File: src/rtl/rapid_pkg.sv
// rtl/rapid_pkg.sv - shared constants and issue FSM state type for the decode/issue slice
package rapid_pkg;

    localparam int XLEN     = 32;
    localparam int NUM_REGS = 32;
    localparam int REG_AW   = $clog2(NUM_REGS);

    typedef enum logic [2:0] {
        IDLE    = 3'd0,
        WAIT_DE = 3'd1,
        CHECK   = 3'd2,
        ISSUE   = 3'd3,
        DRAIN   = 3'd4
    } issue_state_t;

endpackage

File: src/rtl/issue_scoreboard.sv
// rtl/issue_scoreboard.sv - register busy scoreboard with combinational three-index hazard query
//
// Ports:
//   clk, rst             clock, asynchronous active-high reset
//   set_en, set_idx      mark a register busy (ignored for x0)
//   clr_en, clr_idx      retire a register (writeback)
//   q1/q2/q3_en, _idx    operand/destination indices to test against busy
//   hazard               any enabled query hits a busy register (after this cycle's clear)
module issue_scoreboard
    import rapid_pkg::*;
(
    input  logic              clk,
    input  logic              rst,
    input  logic              set_en,
    input  logic [REG_AW-1:0] set_idx,
    input  logic              clr_en,
    input  logic [REG_AW-1:0] clr_idx,
    input  logic              q1_en,
    input  logic [REG_AW-1:0] q1_idx,
    input  logic              q2_en,
    input  logic [REG_AW-1:0] q2_idx,
    input  logic              q3_en,
    input  logic [REG_AW-1:0] q3_idx,
    output logic              hazard
);

    logic [NUM_REGS-1:0] busy_q;
    logic [NUM_REGS-1:0] clr_mask;
    logic [NUM_REGS-1:0] set_mask;
    logic [NUM_REGS-1:0] busy_byp;
    logic [NUM_REGS-1:0] busy_d;

    always_comb begin
        clr_mask = '0;
        set_mask = '0;
        if (clr_en) clr_mask[clr_idx] = 1'b1;
        if (set_en) set_mask[set_idx] = 1'b1;
        // Queries see the register already retired this cycle.
        busy_byp = busy_q & ~clr_mask;
        // Set is applied after clear so a same-cycle set/clear leaves the bit set.
        busy_d   = busy_byp | set_mask;
        hazard   = (q1_en && busy_byp[q1_idx]) ||
                   (q2_en && busy_byp[q2_idx]) ||
                   (q3_en && busy_byp[q3_idx]);
    end

    always_ff @(posedge clk or posedge rst) begin
        if (rst) begin
            busy_q <= '0;
        end else begin
            busy_q <= {busy_d[NUM_REGS-1:1], 1'b0};
        end
    end

endmodule

File: src/rtl/decode_issue_ctrl.sv
// rtl/decode_issue_ctrl.sv - sequences the decoder and issues to EX under scoreboard hazard control
//
// Ports:
//   i_clk, i_reset                 clock, asynchronous active-high reset
//   i_if_valid / o_if_ack          fetch handshake (ack is a one-cycle pulse)
//   o_de_start / i_de_done         decoder start pulse and completion
//   i_de_pc, i_rs1, i_rs2, i_rd    decoded payload, with i_rs1_used, i_rs2_used, i_rd_we flags
//   o_issue_valid / i_ex_ready     issue handshake to EX, payload o_issue_pc / o_issue_rd
//   i_wb_valid, i_wb_rd            writeback retiring a register
//   i_flush                        discard the instruction in flight
//   o_state                        current issue_state_t
//   o_issue_cnt, o_stall_cnt       only with ISSUE_PERF_CNT_EN: accepted issues, hazard stall cycles
module decode_issue_ctrl
    import rapid_pkg::*;
(
    input  logic              i_clk,
    input  logic              i_reset,
    input  logic              i_if_valid,
    output logic              o_if_ack,
    output logic              o_de_start,
    input  logic              i_de_done,
    input  logic [XLEN-1:0]   i_de_pc,
    input  logic [REG_AW-1:0] i_rs1,
    input  logic [REG_AW-1:0] i_rs2,
    input  logic [REG_AW-1:0] i_rd,
    input  logic              i_rs1_used,
    input  logic              i_rs2_used,
    input  logic              i_rd_we,
    output logic              o_issue_valid,
    input  logic              i_ex_ready,
    output logic [XLEN-1:0]   o_issue_pc,
    output logic [REG_AW-1:0] o_issue_rd,
    input  logic              i_wb_valid,
    input  logic [REG_AW-1:0] i_wb_rd,
    input  logic              i_flush,
`ifdef ISSUE_PERF_CNT_EN
    output logic [31:0]       o_issue_cnt,
    output logic [31:0]       o_stall_cnt,
`endif
    output logic [2:0]        o_state
);

    issue_state_t      state_q, state_d;
    logic              start_q, start_d;
    logic              latch;
    logic              accept;
    logic              hazard;
    logic [REG_AW-1:0] rs1_q, rs2_q;
    logic              rs1_used_q, rs2_used_q, rd_we_q;

    issue_scoreboard u_sb (
        .clk     (i_clk),
        .rst     (i_reset),
        .set_en  (accept && rd_we_q),
        .set_idx (o_issue_rd),
        .clr_en  (i_wb_valid),
        .clr_idx (i_wb_rd),
        .q1_en   (rs1_used_q),
        .q1_idx  (rs1_q),
        .q2_en   (rs2_used_q),
        .q2_idx  (rs2_q),
        .q3_en   (rd_we_q),
        .q3_idx  (o_issue_rd),
        .hazard  (hazard)
    );

    always_comb begin
        state_d = state_q;
        start_d = 1'b0;
        latch   = 1'b0;
        accept  = 1'b0;
        unique case (state_q)
            IDLE: begin
                if (!i_flush && i_if_valid) begin
                    state_d = WAIT_DE;
                    start_d = 1'b1;
                end
            end
            WAIT_DE: begin
                // A flush coinciding with done already consumes the decoder result.
                if (i_flush) begin
                    state_d = i_de_done ? IDLE : DRAIN;
                end else if (i_de_done) begin
                    latch   = 1'b1;
                    state_d = CHECK;
                end
            end
            CHECK: begin
                if (i_flush)      state_d = IDLE;
                else if (!hazard) state_d = ISSUE;
            end
            ISSUE: begin
                if (i_flush) begin
                    state_d = IDLE;
                end else if (i_ex_ready) begin
                    accept  = 1'b1;
                    state_d = IDLE;
                end
            end
            DRAIN: begin
                if (i_de_done) state_d = IDLE;
            end
            default: state_d = IDLE;
        endcase
    end

    always_ff @(posedge i_clk or posedge i_reset) begin
        if (i_reset) begin
            state_q    <= IDLE;
            start_q    <= 1'b0;
            o_issue_pc <= '0;
            o_issue_rd <= '0;
            rs1_q      <= '0;
            rs2_q      <= '0;
            rs1_used_q <= 1'b0;
            rs2_used_q <= 1'b0;
            rd_we_q    <= 1'b0;
        end else begin
            state_q <= state_d;
            start_q <= start_d;
            if (latch) begin
                o_issue_pc <= i_de_pc;
                o_issue_rd <= i_rd;
                rs1_q      <= i_rs1;
                rs2_q      <= i_rs2;
                rs1_used_q <= i_rs1_used;
                rs2_used_q <= i_rs2_used;
                rd_we_q    <= i_rd_we;
            end
        end
    end

`ifdef ISSUE_PERF_CNT_EN
    always_ff @(posedge i_clk or posedge i_reset) begin
        if (i_reset) begin
            o_issue_cnt <= '0;
            o_stall_cnt <= '0;
        end else begin
            if (accept) o_issue_cnt <= o_issue_cnt + 32'd1;
            if (state_q == CHECK && hazard) o_stall_cnt <= o_stall_cnt + 32'd1;
        end
    end
`endif

    assign o_if_ack      = start_q;
    assign o_de_start    = start_q;
    assign o_issue_valid = (state_q == ISSUE);
    assign o_state       = state_q;

endmodule

File: config.mk
export PLATFORM = sky130hd
export DESIGN_NAME = decode_issue_ctrl
export DESIGN_NICKNAME = d
export VERILOG_FILES = /design/src/rtl/rapid_pkg.sv /design/src/rtl/issue_scoreboard.sv /design/src/rtl/decode_issue_ctrl.sv
export SDC_FILE = /design/constraint.sdc
export NUM_CORES = 1
export LEC_CHECK = 0
export CAP_MARGIN = 20
export CORE_MARGIN = 1
export CORE_UTILIZATION = 42
export DETAILED_ROUTE_END_ITERATION = 8
export DONT_BUFFER_PORTS = 1
export PLACE_DENSITY = 0.62
export RECOVER_POWER = 25
export SYNTH_ARGS = -nofsm -noshare
export SYNTH_HDL_FRONTEND = slang
export SYNTH_SLANG_ARGS = --single-unit
File: constraint.sdc
create_clock -name i_clk -period 2.6 [get_ports i_clk]
set_clock_uncertainty 0.05 [all_clocks]
set_input_delay 0.26 -clock i_clk [delete_from_list [all_inputs] [get_ports i_clk]]
set_output_delay 0.26 -clock i_clk [all_outputs]
set_load 0.02 [all_outputs]
* Yosys cells after proc, flatten, opt, wreduce, memory -nomap -nowiden
Cells that the tools add are included.
** Cells by class
- Order comparisons :: 6
- Eq/ne operators :: 9
- Muxes and demuxes :: 30
- Bitwise gates (word level) :: 3
- Reduce and logical (&&, ||, !) cells :: 12
** Operator list (count)
- two-way mux 32 bit :: 2
- bitwise AND 32 bit :: 1
- inverter 32 bit :: 1
- OR 32 bit :: 1
- two-way mux 3 bit :: 9
- less-than comparator 5 x 6 -> 1 bit, second input constant :: 4
- binary-select mux 1 bit (select 5 bit) :: 3
- case mux 3 bit (5 select lines) :: 1
- two-way mux 1 bit :: 13
- demux 1 bit (select 5 bit) :: 2
- greater-or-equal comparator 5 x 1 -> 1 bit, second input constant :: 2
- logical AND 1 bit :: 7
- equality test 3 x 2 -> 1 bit, second input constant :: 2
- inequality test 3 bit, second input constant :: 2
- AND reduction 5 bit :: 1
- inequality test 2 bit, second input constant :: 2
- equality test 3 x 1 -> 1 bit, second input constant :: 1
- equality test 3 bit, second input constant :: 1
- zero test 3 bit :: 1
- inequality test 3 x 1 -> 1 bit, second input constant :: 1
- logical OR 1 bit :: 2
- zero test 1 bit :: 1
** Storage, ports and cells
- Register bits after elaboration :: 85
- Input bits :: 62
- Logic and storage cells :: 70

* Longest topological paths before layout
- Depth after elaboration :: 15
- Depth in mapped cells :: 9
- Gate-level depth less buffers :: 7

* By module
A second synthesis with hierarchy kept.
** Second synthesis, totals
- Cell total of the unflattened synthesis :: 388
- Area total of the unflattened synthesis :: 4446.8 sq um
** Modules (own cells, without submodules)
- issue_scoreboard :: instances 1, cells each 254, area an instance 2290.9 sq um, sequential area each 775.7 sq um
- decode_issue_ctrl :: instances 1, cells each 134, area an instance 2155.8 sq um, sequential area each 1351.3 sq um

* Least setup slack after synthesis
No wires, ideal clock.
- Path kind :: reg-to-reg
- Start point :: reg o_issue_rd[1]
- End point :: reg state_q[0] (netlist: o_state[0])
- Setup time :: 0.126 ns
- Arrival time :: 2.012 ns
- Required time :: 2.424 ns
- Slack :: 0.412 ns
- Stages on the path, launching flop included :: 7
- Path buffers :: 2
- Clock period less this slack :: 2.188 ns
- Path through :: dfrtp_1 > clkbuf_1 > clkbuf_1 > mux4_2 > a211o_1 > o311ai_1 > o21ai_1
** On the way
- Longest elaborated chain between the ends :: 6
** Ends and longest elaborated chain
- start: declaration :: line decode_issue_ctrl.sv:32 : output logic [REG_AW-1:0] o_issue_rd,
- start signal: assignment :: line decode_issue_ctrl.sv:123 : o_issue_rd <= i_rd;
- binary-select mux 1 bit (select 5 bit) :: line issue_scoreboard.sv:44 : (q3_en && busy_byp[q3_idx]);
- two-way mux 1 bit (implied by the code) :: line issue_scoreboard.sv:44
- logical AND 1 bit :: line issue_scoreboard.sv:44
- logical OR 1 bit :: line issue_scoreboard.sv:43 : (q2_en && busy_byp[q2_idx]) ||
- inequality test 3 bit (no line)
- AND reduction 5 bit (no line)
- end signal: assignment :: line decode_issue_ctrl.sv:119 : state_q <= state_d;
- end: declaration :: line decode_issue_ctrl.sv:43 : issue_state_t state_q, state_d;
No other way between the ends. The select of a mux whose other input is x is not followed.
A chain may end at the register's enable or synchronous reset.

* Final worst setup path
- Start point :: reg rs1_q[1]
- End point :: reg state_q[0] (netlist: o_state[0])
** On the way
- Longest elaborated chain between the ends :: 7
** Ends and longest elaborated chain
- start: declaration :: line decode_issue_ctrl.sv:48 : logic [REG_AW-1:0] rs1_q, rs2_q;
- start signal: assignment :: line decode_issue_ctrl.sv:124 : rs1_q <= i_rs1;
- binary-select mux 1 bit (select 5 bit) :: line issue_scoreboard.sv:42 : hazard = (q1_en && busy_byp[q1_idx]) ||
- two-way mux 1 bit (implied by the code) :: line issue_scoreboard.sv:42
- logical AND 1 bit :: line issue_scoreboard.sv:42
- logical OR 1 bit :: line issue_scoreboard.sv:42
- logical OR 1 bit :: line issue_scoreboard.sv:43
- inequality test 3 bit (no line)
- AND reduction 5 bit (no line)
No other way between the ends. The select of a mux whose other input is x is not followed.

==> results.sh <==
export IMPL_cts_repair_resized=0
export IMPL_rsz0062_at_grt="no"
export IMPL_postSynthAreaPerCell_um2=11.0
export IMPL_cts_buffer_depth=2
export IMPL_drive_gt1_frac=0.214
export IMPL_status="complete, but fails checks"
export IMPL_cp_required_ns=2.85
export IMPL_grt_pass1_wl_um=20300
export IMPL_ys_ff_latch=85
export IMPL_ys_flop_type="dfrtp_1"
export IMPL_maxCapViolations=1
export IMPL_grt_max_degree=51
export IMPL_area_growth_pct=19.5
export IMPL_leakagePower_nw=2.18
export IMPL_wirelength_um=12700
export IMPL_async_flop_share=1.00
export IMPL_wl_per_cell_um=21.3
export IMPL_ys_warn_count=0
export IMPL_ys_types=67
export IMPL_fp_dieW_um=106
export IMPL_vdd_drop_max_v=0.000743
export IMPL_violations="capacitance limit"
export IMPL_coreArea_um2=10400
export IMPL_nets=516
export IMPL_fmax_ghz=0.459
export IMPL_start_util=0.434
export IMPL_endpoint_kind="register"
export IMPL_maxSlewViolCount=0
export IMPL_grt_total_usage=0.241
export IMPL_synth_edff_count=0
export IMPL_synth_area_leaders="dfrtp_1, mux2_2, o21ai_0, mux4_2, mux2i_1"
export IMPL_worstPathMaxFanout=7
export IMPL_syn_inst=408
export IMPL_antenna_found_initial=0
export IMPL_cts_sinks=85
export IMPL_grt_pass1_vias=3792
export IMPL_dp_hpwl_um=8610
export IMPL_io_pins=105
export IMPL_syn_area_um2=4500
export IMPL_place_congestion=0.988
export IMPL_path_clk_slew_ns=0.09
export IMPL_holdWs_ns=0.0187
export IMPL_tightest_slew_ns=1.48
export IMPL_crit_path_start_kind="register"
export IMPL_final_hold_viol_count=0
export IMPL_die_area_um2=11100
export IMPL_n_antenna_cell=0
export IMPL_htree_num_levels=3
export IMPL_arrival_ns=2.43
export IMPL_cp_slowest_cell="dfrtp_1"
export IMPL_port_buffers=0
export IMPL_synth_top_cell_by_area="dfrtp_1"
export IMPL_setup_viol=0
export IMPL_hold_path_class="input port to register"
export IMPL_path_cells="mux2i_1 > nor2_1 > a2111oi_0 > nor4b_1 > o311ai_1 > o311ai_1 > o21ai_1"
export IMPL_crit_path_max_incr_delay_ns=0.58
export IMPL_viasPerCell=6.18
export IMPL_period_share=0.839
export IMPL_crit_type="register to register"
export IMPL_synth_top_cell_area_share=0.472
export IMPL_fin_tns_setup_ns=0
export IMPL_clockRootBuffer="clkbuf_8"
export IMPL_fin_crit_ns=2.18
export IMPL_first_pass_iters=5
export IMPL_yosysSeqAreaShare=0.472
export IMPL_powerDensity_nw_per_um2=978
export IMPL_drc=0
export IMPL_cts_tree="yes"
export IMPL_crit_top_cell="o311ai_1"
export IMPL_synth_fp_nets=470
export IMPL_cts_made_buffers=9
export IMPL_relSlewSlack=0.00935
export IMPL_ant_nets=0
export IMPL_final_fill_count=924
export IMPL_via_count=3671
export IMPL_drt_iter0_drc=479
export IMPL_clock_latency_ns=0.36
export IMPL_num_rows=37
export IMPL_die_h_um=106
export IMPL_overflow=0
timing repair:
action,4_1_cts,5_1_grt
hold buffers,53,0
setup buffers,0,0
endpoints found under the hold margin,83,0
worst paths after layout:
kind | startpoint | endpoint | slack [ns] | depth (start not counted)
max in group asynchronous | i_reset | u_sb.busy_q[24] | 0.89 | 3
min in group asynchronous | i_reset | o_state[0] | 0.63 | 2
max reg2reg | rs1_q[1] | o_state[0] | 0.42 | 7
max | rs1_q[1] | o_state[0] | 0.42 | 7
min reg2reg | u_sb.busy_q[1] | u_sb.busy_q[1] | 0.48 | 2
min | i_rd[1] | o_issue_rd[1] | 0.02 | 1
cell usage after synthesis, types with 4 or more instances:
master    instances
nand2b_1          4
buf_1             9
nor2_1           21
nand3_1           8
buf_4             4
nand3b_1          4
o21ai_0          49
mux2_2           52
a21oi_1           7
nand2_1          10
xor2_1            4
o211ai_1         10
o21ai_2           4
dfrtp_1          85
nor2b_1           7
mux2i_1          13
nor3_1            9
mux4_2            7
o21ai_1          15
clkbuf_1         14
inv_1             5
per-stage QoR:
| stage | cell area [um2] | setup WS, ns | total power, mW | utilization | cells |
|---|---|---|---|---|---|
| after floorplan | 4500 | 0.0965 | 3.74 | - | 408 |
| final | 5380 | 0.419 | 5.26 | 0.519 | 594 |
| after CTS | 5380 | 0.406 | 5.24 | 0.519 | 594 |
| after global placement | 4650 | 0.395 | 4.20 | 0.449 | 526 |
| after detailed placement | 4650 | 0.397 | 4.22 | 0.449 | 526 |
| after global routing | 5380 | 0.260 | 5.52 | 0.519 | 594 |
layout by cell type (no fill, tap or decap), types with 7 or more instances in the layout:
cell / instances
clkbuf_8: 10
o21ai_1: 15
a21oi_1: 7
mux2i_1: 13
nand3_1: 7
nor2b_1: 7
nand2_1: 10
nor2_1: 21
dlygate4sd3_1: 53
dfrtp_1: 85
o211ai_1: 10
nor3_1: 9
buf_4: 9
mux2_2: 52
o21ai_0: 49
mux4_2: 7
sequential cells by signal (all words and copies together) (netlist names):
name / count
o_issue_pc: 32
u_sb.busy_q: 31
o_issue_rd: 5
rs1_q: 5
rs2_q: 5
o_state: 3
o_de_start: 1
rd_we_q: 1
rs1_used_q: 1
rs2_used_q: 1
layer usage:
metal	global-route usage	wire, um	vias up	part of all wire
met5	0	0	-	0
met4	0.155	571	0	0.045
met3	0.0489	1110	47	0.088
met2	0.368	5930	227	0.47
met1	0.312	5040	1762	0.40
li1	-	-	1635	-
worst max-delay path: cells and delay by family, from the launching register on:
kind            cells  cell delay [ns]
compound gates      4             1.04
flops               1             0.58
simple gates        2             0.19
mux                 1             0.25
cell type report:
type / instances / area [um2] / share of cell area
Inverter: 6 / 23.8 / 0.00442
Multi-Input combinational cell: 288 / 2230 / 0.414
Tap cell: 136 / 170 / 0.0316
Clock buffer: 10 / 138 / 0.0256
Sequential cell: 85 / 2130 / 0.395
Clock inverter: 5 / 60.1 / 0.0112
Timing Repair Buffer: 64 / 638 / 0.119
kinds of logic (layout without fill, tap and decap cells):
family	Yosys count	in the layout	synth area share
xor+xnor	4	4	0.00778
flops	85	85	0.472
buf+inv	35	85	0.0345
compound gates	121	121	0.172
mux	72	72	0.194
simple gates	91	91	0.120
report_power, final:
| part | switching, mW | leakage, nW | total [mW] | internal, mW |
|---|---|---|---|---|
| Sequential | 1.02 | 1.09 | 2.76 | 1.73 |
| Combinational | 0.725 | 0.991 | 1.56 | 0.834 |
| Clock | 0.479 | 0.0987 | 0.947 | 0.468 |
| Total | 2.23 | 2.18 | 5.26 | 3.04 |
No activity file was read; power rests on OpenSTA's default activity.
